$ cat config.mk
export PLATFORM = sky130hd
export DESIGN_NAME = taillight_ctrl
export DESIGN_NICKNAME = d
export VERILOG_FILES = /design/src/rtl/taillight_ctrl.sv
export SDC_FILE = /design/constraint.sdc
export NUM_CORES = 1
export LEC_CHECK = 0
export BUFFER_PORTS_ARGS = -buffer_cell sky130_fd_sc_hd__buf_4
export CAP_MARGIN = 0
export CORE_AREA = 2 2 39 41
export CTS_BUF_LIST = sky130_fd_sc_hd__clkbuf_8
export DETAILED_ROUTE_END_ITERATION = 8
export DIE_AREA = 0 0 41 43
export GPL_TIMING_DRIVEN = 0
export PLACE_DENSITY_LB_ADDON = 0.25
export SLEW_MARGIN = 10
export SYNTH_ARGS = -nofsm -noshare
export SYNTH_HDL_FRONTEND = slang
export SYNTH_SLANG_ARGS = --single-unit
$ cat constraint.sdc
create_clock -name clk -period 1.5 [get_ports clk]
set_input_delay 0.45 -clock clk [delete_from_list [all_inputs] [get_ports clk]]
set_output_delay 0.45 -clock clk [all_outputs]
set_load 0.01 [all_outputs]
$ cat src/rtl/taillight_ctrl.sv
// taillight_ctrl: request controller for the Thunderbird taillight sequencer.
// Debounces the raw left/right/hazard switches and arbitrates them into one
// mode. A mode is held for a whole lamp frame. The sequencer advances on the
// one-cycle step strobe.
module taillight_ctrl #(
    parameter int DIV = 4,
    parameter int DB  = 3
) (
    input  logic       clk,
    input  logic       rst_n,
    input  logic       left_sw,
    input  logic       right_sw,
    input  logic       hazard_sw,
    output logic       left,
    output logic       right,
    output logic       hazard,
    output logic       step,
    output logic [1:0] mode,
    output logic       busy
);

    localparam int CW = $clog2(DB + 1);
    localparam int PW = $clog2(DIV);

    typedef enum logic [1:0] {
        IDLE   = 2'b00,
        LEFT   = 2'b01,
        RIGHT  = 2'b10,
        HAZARD = 2'b11
    } state_t;

    // Bit order for the switch vectors: [0] left, [1] right, [2] hazard.
    logic [2:0]    raw;
    logic [2:0]    sw_s;
    logic [2:0]    sw_f;
    logic [CW-1:0] db_cnt [3];

    state_t        req;
    state_t        state_q;
    state_t        state_d;
    logic [PW-1:0] pc_q;
    logic [PW-1:0] pc_d;
    logic [1:0]    fi_q;
    logic [1:0]    fi_d;
    logic [1:0]    last_fi;

    assign raw = {hazard_sw, right_sw, left_sw};

    // Sample each raw switch once, then accept a new level only after it has
    // differed from the filtered value for DB consecutive samples.
    always_ff @(posedge clk or negedge rst_n) begin
        if (!rst_n) begin
            sw_s <= '0;
            sw_f <= '0;
            for (int i = 0; i < 3; i++) begin
                db_cnt[i] <= '0;
            end
        end else begin
            sw_s <= raw;
            for (int i = 0; i < 3; i++) begin
                if (sw_s[i] != sw_f[i]) begin
                    if (db_cnt[i] == CW'(DB - 1)) begin
                        sw_f[i]   <= sw_s[i];
                        db_cnt[i] <= '0;
                    end else begin
                        db_cnt[i] <= db_cnt[i] + CW'(1);
                    end
                end else begin
                    db_cnt[i] <= '0;
                end
            end
        end
    end

    // Priority arbitration of the filtered switches; left+right together is a conflict and becomes hazard.
    always_comb begin
        req = IDLE;
        if (sw_f[2]) begin
            req = HAZARD;
        end else if (sw_f[0] && sw_f[1]) begin
            req = HAZARD;
        end else if (sw_f[0]) begin
            req = LEFT;
        end else if (sw_f[1]) begin
            req = RIGHT;
        end
    end

    // State, prescaler and frame index registers.
    always_ff @(posedge clk or negedge rst_n) begin
        if (!rst_n) begin
            state_q <= IDLE;
            pc_q    <= '0;
            fi_q    <= '0;
        end else begin
            state_q <= state_d;
            pc_q    <= pc_d;
            fi_q    <= fi_d;
        end
    end

    // Next-state and step strobe: requests are only taken in IDLE or at the last step of a frame.
    always_comb begin
        state_d = state_q;
        pc_d    = pc_q;
        fi_d    = fi_q;
        step    = 1'b0;
        last_fi = (state_q == HAZARD) ? 2'd1 : 2'd3;
        if (state_q == IDLE) begin
            state_d = req;
            pc_d    = '0;
            fi_d    = '0;
        end else if (pc_q == PW'(DIV - 1)) begin
            step = 1'b1;
            pc_d = '0;
            if (fi_q == last_fi) begin
                state_d = req;
                fi_d    = '0;
            end else begin
                fi_d = fi_q + 2'd1;
            end
        end else begin
            pc_d = pc_q + PW'(1);
        end
    end

    assign left   = (state_q == LEFT);
    assign right  = (state_q == RIGHT);
    assign hazard = (state_q == HAZARD);
    assign mode   = state_q;
    assign busy   = |mode;

endmodule

==> impl_results.md, run 1 <==
* Routed wire length at 1140 um
* Buf/Inv on CP at 1
* Worst-path fanout max at 6
* Pre-antenna DRT Iters at 4
* Final nets at 84
* Clock Power Share at between 10% and 20%
* Commonest non-fill, non-tap cell in the layout: dfrtp_1
* Max Root-Sink Buffers at 2
* Wire length per cell at between 10 and 15 um
* Gate power share at between 30% and 40%
* Initial Util at 52.4%
* Commonest non-fill, non-tap cells in the layout: 16 x dfrtp_1, 11 x buf_4, 5 x nor3_1
* CP arrival at between 1 and 1.5 ns
* GR Overflow Total at 0
* Syn Nets at between 60 and 70
* Vias in the first global route at 456
* Hold Path Class: input pin to async pin
* ANT nets after route at 0
* Pleak at ~0.41 nW
* Slew Limit Headroom at 84.8%
* Die ar. at between 1500 and 2000 sq um
* Clk sinks at 18
* Yosys Warn Count at 0
* TritonCTS Buffers at 3
* Layout cell share with drive strength beyond 1 at 35.1%
* # hold bufs at CTS at 0
* # port buffers at 11
* Fin area at approximately 940 sq um
* CTS tree: done
* Pre-CTS WS at 0.0120 ns
* GPL Wtd Cong at around 0.66
* Core area at around 1400 sq um
* Final setup margin at -0.0128 ns
* Final Hold Viols at 0
* Yosys cell types at 19
* GRT Util Overall at between 10% and 20%
* Avg Synthesized Cell Area at ~12 sq um
* Cells along the critical path: nor2_4, nor2b_4, buf_6
* Filler cell count at 110
* Height of the die at about 43 um
* Num ports at 12
* Pwr dens at roughly 2100 nW/um^2
* Worst EP required at ~1.1 ns
* H-tree depth at 1
* Final min period at 1.51 ns
* Placed cell area at 827 sq um
* Number of remaining DRC errors at 0
* Failing checks: negative setup slack
* Crit Path Class: flip-flop to primary output
* Row cnt at 14
* Tightest Pin Transition at between 0.2 and 0.25 ns
* Clock Pin Slew Worst Setup and Hold Paths at around 0.070 ns
* Crit path max-delay cell type: dfrtp_2
* Iteration-0 DRC Markers at 1
* Area grow syn2layout at 29.7%
* Switching pwr at around 0.66 mW
* Period utilisation layout at 101%
* Synthesis-stage register bit count at 18
* Initial antenna violation count at 0
* Final number of setup-violating endpoints at 2
* Clock skew at 0.00202 ns
* ANT cells at 0
* Status: finished, violations left
* Cells after Synth at 58
* Via-per-instance ratio at slightly above 5
* Startpoint types: flip-flop
* CP peak stage delay at 0.45 ns
* Fmax at between 600 and 700 MHz
* Worst ir drop on vdd at 0.00112 V
* Top delay family on crit path: flip-flops
* Net Sw Frac at between 30 and 40%
* Die X at ~41 um
* Unrepaired setup endpoints after global routing: true
* Mapped Area at a little over 700 sq um
* Post-DP HPWL at between 700 and 800 um
* Root Driver: clkbuf_8
* Power Internal at between 1 and 1.5 mW
* Pin count of the biggest net entering global routing at 19
* Max Slew Vio Count at 0
* Crit path capture type: primary output
* Part of the power in registers at between 40% and 50%
* Sequential area share after synthesis at slightly above 60%
* Maximum Capacitance Violations at 0
* Worst-Skew Late Latency at 0.25 ns
* First-pass GRT wire length at 1850 um
* Routed vias at between 400 and 500
* Total Power Consumption at roughly 2 mW
## cell families (layout without fill, tap and decap cells)
family	Yosys count	count (layout)	synth area share, %
simple gates	23	23	18.8
flops	18	18	62.2
compound gates	7	7	6.74
xor+xnor	4	4	4.84
mux	3	3	4.66
buf+inv	2	21	1.04
fa+ha+maj	1	1	1.73
## stage by stage
step,TNS (ns),cells,hold slack (ns),utilization (%)
global placement,0,85,0.328,59.8
global route,-0.135,93,0.0628,67.9
floorplan,0,58,0.154,-
CTS,-0.0246,93,0.0527,67.9
detailed placement,0,85,0.324,59.8
finish,-0.0176,93,0.0485,67.9
## power groups by stage
stage / registers (mW) / logic [mW] / clock network (mW)
2_1_floorplan: 0.844 / 0.420 / 0
3_3_place_gp: 0.862 / 0.607 / 0
3_5_place_dp: 0.878 / 0.624 / 0
4_1_cts: 0.882 / 0.730 / 0.393
5_1_grt: 0.914 / 0.814 / 0.424
6_report: 0.882 / 0.722 / 0.386
## final timing paths
| check | from | to | slack (ns) | cells past startpoint |
|---|---|---|---|---|
| worst max-delay path | mode[1]$_DFFE_PN0P_ | step | -0.01 | 3 |
| worst min-delay path | rst_n | fi_q[1]$_DFFE_PN0P_ | 0.05 | 1 |
| worst max register to register | pc_q[0]$_DFF_PN0_ | mode[1]$_DFFE_PN0P_ | 0.23 | 5 |
| worst min register to register | db_cnt[0]$_DFF_PN0_ | db_cnt[0]$_DFF_PN0_ | 0.44 | 1 |
| max in group asynchronous | rst_n | mode[1]$_DFFE_PN0P_ | 1.25 | 1 |
| min in group clk | right_sw | sw_s[1]$_DFF_PN0_ | 0.30 | 1 |
## metal layers
metal	share of wire, %	GRT usage (%)	up-vias	routed length, um
met2	47	25.3	16	536
met5	0	0	-	0
met1	45	18.9	220	513
met4	1.2	8.00	0	14
li1	-	-	241	-
met3	6.2	6.28	2	70
## sequential cells by signal (all words and copies together) (netlist names)
register,flops
sw_s,3
mode,2
sw_f,3
fi_q,2
pc_q,2
db_cnt,6
## repair_timing
action / in CTS / in global routing
pin swaps: 2 / 0
setup endpoints to repair: 2 / 2
buffers inserted: 4 / 0
gates resized for setup: 10 / 0
## cells in the mapped netlist
cell / instances / area (sq um)
o32ai_1: 2 / 17.5
inv_1: 2 / 7.51
nor2b_2: 1 / 8.76
nand2b_1: 2 / 12.5
nand2_1: 1 / 3.75
nand3_1: 1 / 5.00
and3_4: 1 / 11.3
xnor2_1: 4 / 35.0
o21ai_0: 2 / 10.0
ha_1: 1 / 12.5
mux2_2: 3 / 33.8
nor3_1: 5 / 25.0
a22oi_1: 2 / 15.0
nor2b_1: 4 / 25.0
nand3b_1: 1 / 7.51
dfrtp_1: 18 / 450
a31oi_1: 1 / 6.26
nor2_1: 4 / 15.0
nor3b_1: 3 / 22.5
## area by class of cell
class	instances	area, sq um	area share [%]
inverter	2	7.51	0.799
sequential	18	453	48.2
multi-input combinational	38	292	31.0
timing repair buffer	15	113	12.0
tap	16	20.0	2.13
clock buffer	4	55.1	5.86
(Power assumes the default switching activity.)
==> inputs of run 2 (changes only) <==
==> constraint.sdc (replaced) <==
create_clock -name clk -period 1.5 [get_ports clk]
set_input_delay 0.3 -clock clk [delete_from_list [all_inputs] [get_ports clk]]
set_output_delay 0.3 -clock clk [all_outputs]
set_load 0.01 [all_outputs]
==> run 2 against run 1 <==
Net effect:
- the run now ends clean
- critical path depth unchanged
- design area shrank 1.9%
- routed wire length fell by 3.2%
- critical endpoint unchanged
- largest cell class unchanged
- largest power group unchanged
- highest routed layer unchanged
==> impl_results.md, run 2 (same netlist as run 1, synthesis figures left out) <==
* Status: complete, no violations
* First-pass GRT wire length at roughly 1800 um
* Core area at ~1400 sq um
* GR Overflow Total at 0
* Crit path max-delay cell type: dfrtp_1
* Max Root-Sink Buffers at 2
* ANT cells at 0
* Largest reg by FF count: db_cnt
* Period utilisation layout at 96.2%
* Pre-antenna DRT Iters at 1
* Reg-to-reg startpoint: pc_q[0]$_DFF_PN0_
* Height of the die at between 40 and 50 um
* CP peak stage delay at around 0.4 ns
* Final min period at approximately 1.4 ns
* Wire length per cell at around 12 um
* Maximum Capacitance Violations at 0
* Via-per-instance ratio at between 5 and 6
* Reg2reg path depth at 4
* Vias in the first global route at ~450
* Clk sinks at 18
* Die ar. at 1760 sq um
* Initial Util at roughly 52%
* Final number of setup-violating endpoints at 0
* Area of the multi-input gates at approximately 290 sq um
* Crit Path Class: flip-flop to primary output
* Routed wire length at ~1100 um
* Unrepaired setup endpoints after global routing: false
* Setup Total Neg Slack at 0 ns
* Die X at between 40 and 50 um
* Filler cell count at ~110
* Root Driver: clkbuf_8
* Largest regs: db_cnt: 6 flops, sw_f: 3 flops, sw_s: 3 flops
* Post-DP HPWL at 760 um
* Clock Pin Slew Worst Setup and Hold Paths at about 0.070 ns
* GRT Util Overall at roughly 16%
* Row cnt at 14
* CP arrival at about 1.1 ns
* Num ports at 12
* Max Slew Vio Count at 0
* Cells along the critical path: ha_4, nor2b_2, buf_4
* Worst EP required at about 1.2 ns
* Pwr dens at around 2100 nW/um^2
* Final nets at 82
* ANT nets after route at 0
* Max reg flops at 6
* Fmax at 693 MHz
* Crit path capture type: primary output
* Iteration-0 DRC Markers at 0
* TritonCTS Buffers at 3
* Fin area at between 900 and 1000 sq um
* Area grow syn2layout at 27.3%
* Placed cell area at around 830 sq um
* Worst-path fanout max at 7
* GPL Wtd Cong at 0.662
* Commonest non-fill, non-tap cells in the layout: 16 x dfrtp_1, 12 x buf_4, 5 x nor3_1
* Slew Limit Headroom at 84.8%
* Startpoint types: flip-flop
* Worst-Skew Late Latency at about 0.25 ns
* CTS tree: done
* Hold EP: sw_s[1]$_DFF_PN0_
* Tightest Pin Transition at 0.228 ns
* Hold Crit Depth at 1
* H-tree depth at 1
* # port buffers at 11
* Layout cell share with drive strength beyond 1 at 33.3%
* Storage cell area at about 450 sq um
* Worst ir drop on vdd at a little over 0.001 V
* Number of remaining DRC errors at 0
* Hold Path Class: input pin to flip-flop
* Final Hold Viols at 0
* Initial antenna violation count at 0
* HP Start: right_sw
* Commonest non-fill, non-tap cell in the layout: dfrtp_1
* Routed vias at approximately 480
* Clock skew at approximately 0.0029 ns
* Pin count of the biggest net entering global routing at 19
* R2R Setup Slk at between 0.3 and 0.4 ns
* Worst r2r dst: mode[1]$_DFFE_PN0P_
* Pleak at roughly 0.40 nW
[run 2: layout make-up]
| type | instances | area share, % |
|---|---|---|
| inverter | 2 | 0.814 |
| clock buffer | 4 | 5.97 |
| sequential | 18 | 49.1 |
| timing repair buffer | 13 | 10.9 |
| multi-input combinational | 38 | 31.1 |
| tap | 16 | 2.17 |
[run 2: per-stage QoR]
stage / setup slack (ns) / utilization [%] / instances / power (mW) / hold WS (ns)
6_report: 0.0572 / 66.6 / 91 / 1.94 / 0.150
5_1_grt: 0.0106 / 66.6 / 91 / 2.10 / 0.138
4_1_cts: 0.0412 / 65.2 / 90 / 1.91 / 0.149
3_5_place_dp: 0.162 / 59.8 / 85 / 1.50 / 0.174
3_3_place_gp: 0.173 / 59.8 / 85 / 1.47 / 0.178
2_1_floorplan: 0.322 / - / 58 / 1.26 / 0.00441
[run 2: worst max-delay path, delay by kind of cell (launching register included)]
| family | cells | cell delay, ns |
|---|---|---|
| flip-flops | 1 | 0.40 |
| AND/OR/NAND/NOR | 1 | 0.16 |
| adder cells (fa/ha/maj) | 1 | 0.19 |
| buffers and inverters | 1 | 0.14 |
[run 2: power breakdown]
| part | switching, mW | total [mW] | internal (mW) |
|---|---|---|---|
| sequential | 0.214 | 0.896 | 0.683 |
| combinational | 0.275 | 0.660 | 0.385 |
| clock | 0.153 | 0.386 | 0.233 |
| total | 0.642 | 1.94 | 1.30 |
[run 2: repair_timing]
item	4_1_cts	5_1_grt
buffers inserted	0	1
pin swaps	0	2
endpoints found under the hold margin	18	0
setup endpoints to repair	2	2
gates resized for setup	3	3
hold buffers	1	0
[run 2: layer usage]
layer | vias up | wire length, um | GRT usage, %
met1 | 227 | 458 | 18.2
met5 | - | 0 | 0
met4 | 0 | 14 | 8.00
met2 | 11 | 565 | 24.4
met3 | 2 | 60 | 6.28
li1 | 237 | - | -
[run 2: worst max path at each step]
stage,startpoint,end
after floorplan,pc_q[0]$_DFF_PN0_,mode[0]$_DFFE_PN0P_
after global placement,mode[0]$_DFFE_PN0P_,busy
after detailed placement,mode[0]$_DFFE_PN0P_,step
after CTS,pc_q[0]$_DFF_PN0_,step
after global routing,mode[1]$_DFFE_PN0P_,busy
final,pc_q[0]$_DFF_PN0_,step
==> inputs of run 3 (changes only) <==
Settings changed: ABC_AREA set to 0, CORE_AREA 2 2 39 41 to unset, CORE_UTILIZATION set to 52, CTS_BUF_LIST sky130_fd_sc_hd__clkbuf_8 to unset, CTS_CLUSTER_SIZE set to 20, DIE_AREA 0 0 41 43 to unset.
==> run 3 against run 2 <==
Net effect:
- sequential share of layout area fell by 2.0 points
- core utilization is 7.2 points higher
- global-route usage is 6.0 points higher
- flip-flop and latch count unchanged
- largest cell class unchanged
==> impl_results.md, run 3 (same netlist as run 1, synthesis figures left out) <==
* Slew Limit Headroom at 77.8%
* Num ports at 12
* GPL Wtd Cong at 0.652
* Vias in the first global route at between 400 and 500
* H-tree depth at 1
* Number of remaining DRC errors at 0
* Wire length per cell at 15.0 um
* Final number of setup-violating endpoints at 0
* Largest regs: db_cnt: 6 flops, sw_f: 3 flops, sw_s: 3 flops
* ANT nets after route at 0
* Root Driver: clkbuf_4
* # port buffers at 11
* Pin count of the biggest net entering global routing at 19
* Via-per-instance ratio at 5.49
* Max Root-Sink Buffers at 2
* GR Overflow Total at 0
* Storage cell area at between 400 and 500 sq um
* First-pass GRT wire length at 2060 um
* Pre-antenna DRT Iters at 2
* Reg-to-reg startpoint: pc_q[0]$_DFF_PN0_
* Part of the power in registers at between 40 and 50%
* Hold Path Class: input pin to flip-flop
* Status: complete, no violations
* Worst Setup SP: pc_q[0]$_DFF_PN0_
* Clk sinks at 18
* Routed vias at approximately 530
* Pleak at roughly 0.43 nW
* Crit Path Class: flip-flop to primary output
* Clock Pin Slew Worst Setup and Hold Paths at approximately 0.1 ns
* Final min period at approximately 1.5 ns
* Max Slew Vio Count at 0
* Largest reg by FF count: db_cnt
* GRT Util Overall at 21.9%
* Pwr dens at 2100 nW/um^2
* Power Internal at 1.32 mW
* Final Hold Viols at 0
* Iteration-0 DRC Markers at 4
* Height of the die at 39.3 um
* Layout cell share with drive strength beyond 1 at ~37%
* Filler cell count at 90
* Worst EP required at between 1 and 1.5 ns
* Clock skew at about 0.0012 ns
* Row cnt at 13
* Commonest non-fill, non-tap cells in the layout: 16 x dfrtp_1, 16 x buf_4, 5 x nor3_1
* Initial Util at ~56%
* Clock Power Share at between 10% and 20%
* Worst-path fanout max at 7
* Setup Total Neg Slack at 0 ns
* Final nets at 88
* Core area at ~1300 sq um
* Max reg flops at 6
* Routed wire length at approximately 1400 um
* TritonCTS Buffers at 3
* Worst ir drop on vdd at between 0.001 and 0.0015 V
* Worst-Skew Late Latency at around 0.30 ns
* Pre-CTS WS at between 0.1 and 0.15 ns
* Final setup margin at 0.0365 ns
* Fmax at ~700 MHz
* Initial antenna violation count at 0
* Tightest Pin Transition at about 0.33 ns
* Area grow syn2layout at 32.6%
* Die ar. at 1550 sq um
* Switching pwr at around 0.70 mW
* HP Start: hazard_sw
* Gate power share at approximately two fifths
* Startpoint types: flip-flop
* CTS tree: done
* Crit path capture type: primary output
* Die X at 39.3 um
* Net Sw Frac at about a third
* Post-DP HPWL at between 800 and 900 um
* Maximum Capacitance Violations at 0
* CP arrival at roughly 1.2 ns
* ANT cells at 0
* Period utilisation layout at between 90% and 100%
* Area of the multi-input gates at 292 sq um
[run 3: final timing paths]
path	endpoint	cells after the start	slack, ns
max	step	3	0.04
min	sw_s[2]$_DFF_PN0_	1	0.10
max reg2reg	mode[1]$_DFFE_PN0P_	4	0.17
min reg2reg	db_cnt[2]$_DFF_PN0_	1	0.45
max in group asynchronous	mode[1]$_DFFE_PN0P_	2	0.91
min in group asynchronous	db_cnt[5]$_DFF_PN0_	2	0.39
[run 3: what timing repair did]
item / in CTS / in global routing
hold buffers: 1 / 0
resized for setup: 5 / 3
endpoints found under the hold margin: 18 / 0
pin swaps: 1 / 2
endpoints found under the setup margin: 2 / 3
buffers inserted: 0 / 7
[run 3: metrics by stage]
step | util [%] | cells | hold WS [ns] | total power [mW] | instance area, sq um
5_1_grt | 73.8 | 96 | 0.0856 | 2.15 | 961
6_report | 73.8 | 96 | 0.101 | 2.02 | 961
4_1_cts | 68.7 | 89 | 0.0952 | 1.86 | 893
2_1_floorplan | - | 58 | 0.00441 | 1.26 | 724
3_3_place_gp | 63.5 | 84 | 0.177 | 1.46 | 826
3_5_place_dp | 63.5 | 84 | 0.179 | 1.52 | 826
[run 3: critical path, stage by stage, from the launching register on]
cell and delay, ns:
dfrtp_1 0.43, ha_4 0.20, nor2b_4 0.13, buf_6 0.11
[run 3: area by class of cell]
type / count / area share (%)
repair buffers: 19 / 16.0
flip-flops and latches: 18 / 47.1
multi-input cells: 38 / 30.3
clock buffers: 4 / 3.78
well taps: 15 / 1.95
inverters: 2 / 0.781
[run 3: routing by layer]
layer / global-route usage [%] / vias to the layer above / part of all wire (%)
met5: 0 / - / 0
met4: 20.7 / 0 / 6.4
met3: 5.11 / 11 / 3.3
met2: 36.7 / 17 / 51
met1: 21.8 / 251 / 39
li1: - / 248 / -
[run 3: power groups by stage]
stage | Clock, mW | Sequential (mW) | Combinational [mW]
final | 0.299 | 0.894 | 0.826
after detailed placement | 0 | 0.880 | 0.636
after floorplan | 0 | 0.844 | 0.420
after global routing | 0.324 | 0.919 | 0.904
after global placement | 0 | 0.863 | 0.602
after CTS | 0.301 | 0.898 | 0.661
